File: src/rtl/uart_tx_buf.sv
// uart_tx_buf -- buffered 8N1 UART transmitter.
//
// Byte strobes from the row-sum controller are queued in a DEPTH-entry FIFO
// and serialised LSB-first on tx at CLK_FREQ/BAUD clocks per bit. A frame is
// one start bit (0), eight data bits and one stop bit (1). When the FIFO
// holds another byte at the end of a stop bit, the next start bit follows
// with no idle gap.
//
// Ports:
//   sys_clk   in   1  system clock, rising edge
//   rst_n     in   1  asynchronous active-low reset
//   tx_data   in   8  byte to queue, sampled when tx_en=1
//   tx_en     in   1  write strobe, one byte per high cycle
//   tx        out  1  serial line, idle high (registered)
//   busy      out  1  FIFO non-empty or frame in progress (registered)
//   overflow  out  1  one-cycle pulse after a byte is dropped on a full FIFO
module uart_tx_buf #(
    parameter int CLK_FREQ = 50_000_000,
    parameter int BAUD     = 9600,
    parameter int DEPTH    = 8
) (
    input  logic       sys_clk,
    input  logic       rst_n,
    input  logic [7:0] tx_data,
    input  logic       tx_en,
    output logic       tx,
    output logic       busy,
    output logic       overflow
);

    localparam int BIT_CYC = CLK_FREQ / BAUD;
    localparam int CNT_W   = (BIT_CYC > 1) ? $clog2(BIT_CYC) : 1;
    localparam int PTR_W   = (DEPTH > 1) ? $clog2(DEPTH) : 1;

    localparam logic [CNT_W-1:0] CNT_LAST  = CNT_W'(BIT_CYC - 1);
    localparam logic [CNT_W-1:0] CNT_ZERO  = CNT_W'(0);
    localparam logic [CNT_W-1:0] CNT_ONE   = CNT_W'(1);
    localparam logic [PTR_W-1:0] PTR_ZERO  = PTR_W'(0);
    localparam logic [PTR_W-1:0] PTR_ONE   = PTR_W'(1);
    localparam logic [PTR_W:0]   CNT_FULL  = (PTR_W + 1)'(DEPTH);
    localparam logic [PTR_W:0]   CNT_EMPTY = (PTR_W + 1)'(0);
    localparam logic [PTR_W:0]   COUNT_ONE = (PTR_W + 1)'(1);

    typedef enum logic [1:0] {
        ST_IDLE  = 2'd0,
        ST_START = 2'd1,
        ST_DATA  = 2'd2,
        ST_STOP  = 2'd3
    } state_t;

    logic [7:0]       mem_r [DEPTH];
    logic [PTR_W-1:0] wr_ptr_r;
    logic [PTR_W-1:0] rd_ptr_r;
    logic [PTR_W:0]   count_r;
    logic             overflow_r;

    state_t           state_r;
    state_t           state_s;
    logic [7:0]       shift_r;
    logic [7:0]       shift_s;
    logic [2:0]       bit_idx_r;
    logic [2:0]       bit_idx_s;
    logic [CNT_W-1:0] cnt_r;
    logic [CNT_W-1:0] cnt_s;
    logic             tx_r;
    logic             tx_s;
    logic             busy_r;

    logic             full_s;
    logic             empty_s;
    logic             push_s;
    logic             pop_s;
    logic             bit_done_s;

    // FIFO status and push qualification; full is judged before any same-cycle pop
    always_comb begin
        full_s  = (count_r == CNT_FULL);
        empty_s = (count_r == CNT_EMPTY);
        push_s  = tx_en & ~full_s;
    end

    // FIFO storage write; contents need no reset because count gates every read
    always_ff @(posedge sys_clk) begin
        if (push_s) begin
            mem_r[wr_ptr_r] <= tx_data;
        end
    end

    // FIFO pointers, occupancy and overflow pulse
    always_ff @(posedge sys_clk or negedge rst_n) begin
        if (!rst_n) begin
            wr_ptr_r   <= PTR_ZERO;
            rd_ptr_r   <= PTR_ZERO;
            count_r    <= CNT_EMPTY;
            overflow_r <= 1'b0;
        end else begin
            if (push_s) begin
                wr_ptr_r <= wr_ptr_r + PTR_ONE;
            end
            if (pop_s) begin
                rd_ptr_r <= rd_ptr_r + PTR_ONE;
            end
            case ({push_s, pop_s})
                2'b10:   count_r <= count_r + COUNT_ONE;
                2'b01:   count_r <= count_r - COUNT_ONE;
                default: count_r <= count_r;
            endcase
            overflow_r <= tx_en & full_s;
        end
    end

    // Frame sequencer next-state: baud count, bit index, shifter and FIFO pop
    always_comb begin
        state_s    = state_r;
        shift_s    = shift_r;
        bit_idx_s  = bit_idx_r;
        cnt_s      = cnt_r;
        pop_s      = 1'b0;
        bit_done_s = (cnt_r == CNT_LAST);
        case (state_r)
            ST_IDLE: begin
                if (!empty_s) begin
                    pop_s   = 1'b1;
                    shift_s = mem_r[rd_ptr_r];
                    state_s = ST_START;
                    cnt_s   = CNT_ZERO;
                end else begin
                    cnt_s   = CNT_ZERO;
                end
            end
            ST_START: begin
                if (bit_done_s) begin
                    state_s   = ST_DATA;
                    bit_idx_s = 3'd0;
                    cnt_s     = CNT_ZERO;
                end else begin
                    cnt_s     = cnt_r + CNT_ONE;
                end
            end
            ST_DATA: begin
                if (bit_done_s) begin
                    shift_s   = {1'b0, shift_r[7:1]};
                    bit_idx_s = bit_idx_r + 3'd1;
                    cnt_s     = CNT_ZERO;
                    if (bit_idx_r == 3'd7) begin
                        state_s = ST_STOP;
                    end else begin
                        state_s = ST_DATA;
                    end
                end else begin
                    cnt_s     = cnt_r + CNT_ONE;
                end
            end
            ST_STOP: begin
                if (bit_done_s) begin
                    cnt_s = CNT_ZERO;
                    // A queued byte chains straight into the next start bit
                    if (!empty_s) begin
                        pop_s   = 1'b1;
                        shift_s = mem_r[rd_ptr_r];
                        state_s = ST_START;
                    end else begin
                        state_s = ST_IDLE;
                    end
                end else begin
                    cnt_s = cnt_r + CNT_ONE;
                end
            end
            default: begin
                state_s = ST_IDLE;
                cnt_s   = CNT_ZERO;
            end
        endcase
    end

    // Line level decoded from the current state; registered one clock later
    always_comb begin
        case (state_r)
            ST_START: tx_s = 1'b0;
            ST_DATA:  tx_s = shift_r[0];
            default:  tx_s = 1'b1;
        endcase
    end

    // Sequencer state register and registered tx/busy outputs
    always_ff @(posedge sys_clk or negedge rst_n) begin
        if (!rst_n) begin
            state_r   <= ST_IDLE;
            shift_r   <= 8'h00;
            bit_idx_r <= 3'd0;
            cnt_r     <= CNT_ZERO;
            tx_r      <= 1'b1;
            busy_r    <= 1'b0;
        end else begin
            state_r   <= state_s;
            shift_r   <= shift_s;
            bit_idx_r <= bit_idx_s;
            cnt_r     <= cnt_s;
            tx_r      <= tx_s;
            busy_r    <= (state_r != ST_IDLE) | ~empty_s;
        end
    end

    assign tx       = tx_r;
    assign busy     = busy_r;
    assign overflow = overflow_r;

endmodule

File: config.mk
export PLATFORM = sky130hd
export DESIGN_NAME = uart_tx_buf
export DESIGN_NICKNAME = d
export VERILOG_FILES = /design/src/rtl/uart_tx_buf.sv
export SDC_FILE = /design/constraint.sdc
export NUM_CORES = 1
export LEC_CHECK = 0
export CORE_ASPECT_RATIO = 0.75
export CORE_MARGIN = 5
export CORE_UTILIZATION = 61
export CTS_CLUSTER_SIZE = 12
export DETAILED_ROUTE_END_ITERATION = 16
export GPL_TIMING_DRIVEN = 0
export HOLD_SLACK_MARGIN = 0.03
export PLACE_DENSITY_LB_ADDON = 0.3
export SYNTH_ARGS = -nofsm -noshare
export SYNTH_HDL_FRONTEND = slang
export SYNTH_SLANG_ARGS = --single-unit
File: constraint.sdc
create_clock -name sys_clk -period 3.99 [get_ports sys_clk]
set_clock_uncertainty 0.2 [all_clocks]
set_input_delay 0.798 -clock sys_clk [delete_from_list [all_inputs] [get_ports sys_clk]]
set_output_delay 0.798 -clock sys_clk [all_outputs]
set_load 0.005 [all_outputs]
### Word-level counts from Yosys, hierarchy flattened

Memory sizes are Yosys's and may differ from the RTL's.
Cells that the tools add are included.

* add/sub/neg operators: 6
* multipliers: 0
* divide/modulo/power cells: 0
* order comparisons: 0
* equality and inequality tests: 12
* shift-type cells: 0
* muxes and demuxes: 23
* bitwise logic cells: 5
* reductions and logical operators: 10

Operators with widths (number)
* case mux 13 bit (2 select lines): 1
* two-way mux 8 bit: 3
* case mux 8 bit (3 select lines): 1
* adder 13 x 1 -> 13 bit, second input constant: 1
* equality test 13 bit, second input constant: 1
* two-way mux 13 bit: 1
* adder 3 x 1 -> 3 bit, second input constant: 3
* two-way mux 2 bit: 4
* != test 2 bit, second input constant: 4
* case mux 2 bit (4 select lines): 1
* case mux 4 bit (2 select lines): 1
* equality test 2 bit, second input constant: 3
* two-way mux 1 bit: 6
* two-way mux 3 bit: 2
* case mux 3 bit (2 select lines): 1
* AND reduction 3 bit: 2
* nonzero test 2 bit: 3
* adder 4 x 1 -> 4 bit, second input constant: 1
* equality test 2 x 1 -> 1 bit, second input constant: 2
* equality test 4 bit, second input constant: 1
* logical NOT 4 bit: 1
* case mux 1 bit (2 select lines): 2
* AND reduction 4 bit: 1
* subtractor 4 x 1 -> 4 bit, second input constant: 1
* other kinds (7): 9

* register bits after elaboration: 39
* bits in latches: 0
* bits in writable memories: 64
* ROM bits: 0
* memories kept: 1

Memory list
* mem_r: depth 8, width 8, read ports 1, clocked after Yosys merged registers in 0, write ports 1, line 51 `logic [7:0] mem_r [DEPTH];`

### Logic depth before layout (Yosys ltp)

* word-level depth: 6
* depth in mapped cells: 13

### Worst setup path before layout

No wires, ideal clock.

* kind: reg-to-reg
* from: register cnt_r[3]
* to: register count_r[2]
* setup time: 125 ps
* arrival time: 2764 ps
* required time: 3665 ps
* setup slack: 901 ps
* cell stages (with the launch flop): 13
* buffers on the path: 1
* clock period less this slack: 3089 ps
* cell sequence: dfrtp_1 -> or4b_4 -> nor4_4 -> buf_6 -> a21oi_1 -> nor3_1 -> ha_1 -> xor2_1 -> ha_1 -> a21oi_1 -> xor2_1 -> nor2_1 -> xor2_1

* longest elaborated chain between the ends: 5
* elaborated cells on any way between the ends: 7
* those cells by class: eq/ne (3); mux (3); reduce/logical (1)

Ends and longest elaborated chain
* from (decl): line 63 `logic [CNT_W-1:0] cnt_r;`
* from (signal assigned): line 198 `cnt_r <= cnt_s;`
* equality test 13 bit *: line 119 `bit_done_s = (cnt_r == CNT_LAST);`
* two-way mux 1 bit *: line 155 `if (bit_done_s) begin`
* case mux 1 bit (2 select lines) *: line 120 `case (state_r)`
* net pop_s: line 72 `logic pop_s;`
* equality test 2 x 1 -> 1 bit / equality test 2 bit (equally long branches): line 103 `case ({push_s, pop_s})`
* case mux 4 bit (2 select lines) / nonzero test 2 bit (equally long branches)
* to (signal assigned): line 104 `2'b10: count_r <= count_r + COUNT_ONE;`
* to (signal assigned): line 105 `2'b01: count_r <= count_r - COUNT_ONE;`
* to (signal assigned): line 106 `default: count_r <= count_r;`
* to (decl): line 54 `logic [PTR_W:0] count_r;`

Mark *: on every way through the listed nets, which the timed path passes. The rest lies on a longest branch.
A chain may end at the register's enable or synchronous reset.

### Final worst setup path

* from: register cnt_r[3]
* to: register count_r[3]

Same word-level chain as after synthesis.

==> flow_summary.json <==
{
  "status": "complete, no violations",
  "drt_first_pass_iters": 4,
  "start_util_pct": 62.0,
  "setup_viol": 0,
  "grt_overflow": 0,
  "cts_inserted_buffers": 9,
  "grt_pass1_vias": 2541,
  "fin_area_um2": 4990,
  "clock_latency_ns": 0.37,
  "irDropWorstVdd_mv": 0.403,
  "worstPathMaxFanout": 10,
  "n_antenna_cell": 0,
  "finalHoldViolations": 0,
  "grt_max_degree": 40,
  "hp-class": "reg -> reg",
  "tritoncts": "yes",
  "vias": 2520,
  "drtIter0Drc": 165,
  "row_count": 27,
  "max_freq_mhz": 276,
  "dp_hpwl_mm": 5.43,
  "fp.dieW_um": 109,
  "syn_nets": 326,
  "htreeDepth": 3,
  "tightest_slew_ns": 1.17,
  "cts_hold_buf": 0,
  "final_layout_size_suffix_gt1_share_pct": 17.3,
  "routed_wl_mm": 7.88,
  "worstPathRequired_ns": 4.09,
  "synthArstFlopShare_pct": 37.9,
  "grt_antenna_before_repair": 0,
  "ant_nets": 0,
  "synth_seq_cells": 103,
  "die_h_um": 84.6,
  "power_density_nw_per_um2": 668,
  "nFillCells": 520,
  "area.growth.synth_to_final_pct": 10.3,
  "synth_area_um2": 4530,
  "routed_via_density": 5.85,
  "synth_top_area_share_pct": 42.5,
  "ioPinCount": 14,
  "hold_start": "cnt_r[0]",
  "finalMaxSlewViolations": 0,
  "worstPathArrival_ns": 3.73,
  "cts.sinks": 103,
  "wl_per_cell_um": 18.3,
  "layout_min_cycle_time_ns": 3.63,
  "syn_area_per_cell_um2": 15.0,
  "path_clk_slew_ns": 0.10,
  "holdWs_ns": 0.270,
  "cp-startpoint": "cnt_r[3]",
  "grt.total_usage_pct": 19.5,
  "drcViolationCount": 0,
  "synth_edf_count": 64,
  "worstPathCellList": "or4b_4, nor4_4, buf_6, a21oi_1, nor3_1, ha_1, nor4bb_1, a211oi_1, a211oi_1, xor2_1",
  "clockBufferDepth": 2,
  "power_w": 0.00334,
  "ys_top_cells_by_area": "edfxtp_1 42%, dfrtp_1 21%, mux4_2 8.0%",
  "port_buffers": 13,
  "place.gp.congestion": 0.771,
  "p_leak_nw": 1.86,
  "placed_area_um2": 4780,
  "worst_slack_ns": 0.364,
  "syn_inst": 301,
  "grt_pass1_wl_mm": 13.3,
  "cpPeakStageDelay_ns": 0.60,
  "setup-tns-final_ns": 0,
  "cts-resized-gates": 0,
  "place_ws_ns": 0.299,
  "yosysTopAreaCell": "edfxtp_1",
  "clock-root-buffer": "clkbuf_8",
  "synth.distinct_cells": 44,
  "cap_violations": 0,
  "ys_seq_area_share_pct": 64.0,
  "cp_common_cell": "a211oi_1",
  "timing.rr.start": "cnt_r[3]",
  "worstSetupStartpointType": "flip-flop",
  "period_share_pct": 90.9,
  "endpoint_kind": "flip-flop",
  "nets": 350,
  "core_um2": 7300,
  "postCtsSetupBuffers": 0,
  "rsz0062_at_grt": "false",
  "die_area_um2": 9260,
  "worstSetupPathType": "reg -> reg",
  "yosysWarnings": 0,
  "synthFlopType": "edfxtp_1",
  "cp_slowest_cell": "or4b_4",
  "relSlewSlack_pct": 21.0
}
[routing by layer]
metal | track usage [%] | vias to the layer above | share of wire [%] | wire length, um
li1 | - | 1189 | - | -
met1 | 29.4 | 1264 | 47 | 3710
met2 | 27.6 | 53 | 45 | 3580
met3 | 5.46 | 14 | 5.8 | 458
met4 | 6.46 | 0 | 1.7 | 132
met5 | 0 | - | 0 | 0
[flip-flops by register name, summed over array words and instances, names as in the netlist]
| register | count |
|---|---|
| bit_idx_r | 3 |
| busy | 1 |
| cnt_r | 13 |
| count_r | 4 |
| mem_r | 64 |
| overflow | 1 |
| rd_ptr_r | 3 |
| shift_r | 8 |
| state_r | 2 |
| tx | 1 |
| wr_ptr_r | 3 |
[critical path, delay by kind of cell, from the launching register on]
family | cells | cell delay (ns)
AND/OR/NAND/NOR | 4 | 1.74
flip-flops | 1 | 0.47
AO/OA/AOI/OAI | 3 | 0.42
adder cells (fa/ha/maj) | 1 | 0.34
buffers and inverters | 1 | 0.22
XOR/XNOR | 1 | 0.16
[worst paths after layout]
check | end | slack (ns) | cells after the start
worst max-delay path | count_r[3] | 0.36 | 10
worst min-delay path | cnt_r[0] | 0.27 | 1
worst max register to register | count_r[3] | 0.36 | 10
worst min register to register | cnt_r[0] | 0.27 | 1
max in group asynchronous | cnt_r[4] | 2.72 | 1
min in group asynchronous | rd_ptr_r[1] | 0.33 | 1
[cell type report]
cell class	instances	area, um^2	area share, %
plain buffers	11	53.8	1.08
clock buffers	10	128	2.56
clock inverters	6	75.1	1.50
inverters	12	45.0	0.902
multi-input cells	175	1540	30.8
flip-flops and latches	103	2900	58.1
well taps	101	126	2.53
repair buffers	13	125	2.51
[placed cells by master, fill, tap and decap left out, types with 2 or more instances in the layout]
cell             Yosys  routed
edfxtp_1            64      64
dfrtp_1             38      38
nor2_1              26      26
mux4_2              16      16
nand2_1             14      14
nand3_1             14      14
ha_1                14      14
inv_1               12      12
clkdlybuf4s50_1      0      12
xnor2_1             11      11
mux2i_1             10      10
clkbuf_8             0       9
nor3_1              10       8
clkbuf_1             6       7
o221a_2              7       7
nand4_1              6       6
xor2_1               6       6
nand2b_1             5       5
buf_2                4       5
mux2_2               4       4
a211o_1              3       3
o21ai_0              3       3
a21oi_1              2       2
nor4_1               2       2
nor3_2               0       2
a22o_1               2       2
a211oi_1             2       2
inv_8                0       2
[synthesized netlist by cell type (all sizes together) (2+ instances only)]
cell,instances
mux4,16
nand2b,5
nor2,26
nand2,14
nor4,3
inv,12
o21ai,4
a21oi,2
edfxtp,64
clkbuf,6
dfrtp,38
ha,14
mux2,4
o221a,8
xor2,6
nor3,10
xnor2,11
mux2i,10
a22o,2
a211oi,2
nand3,15
a211o,3
nand4,6
buf,5
[where the power goes]
group	internal (W)	total, W	switching (W)
clock	0.000301	0.000664	0.000363
sequential	0.00137	0.00150	0.000130
combinational	0.000533	0.00117	0.000635
total	0.00221	0.00334	0.00113
[stage by stage]
stage | instances | util [%]
after floorplan | 301 | -
final | 431 | 68.4
after detailed placement | 415 | 65.5
after global placement | 415 | 65.6
after global routing | 431 | 68.4
after CTS | 431 | 68.3
[cell families (layout without fill, tap and decap cells)]
group	count (synthesis)	count (layout)	synth area share, %
DFF	103	103	64.0
and+or+nand+nor	87	87	10.2
muxes	30	30	11.2
AOI/OAI and AO/OA	27	27	5.25
buffers and inverters	23	52	2.18
xor gates and xnor gates	17	17	3.29
adders and majority gates	14	14	3.87
No activity file was read; power rests on OpenSTA's default activity.
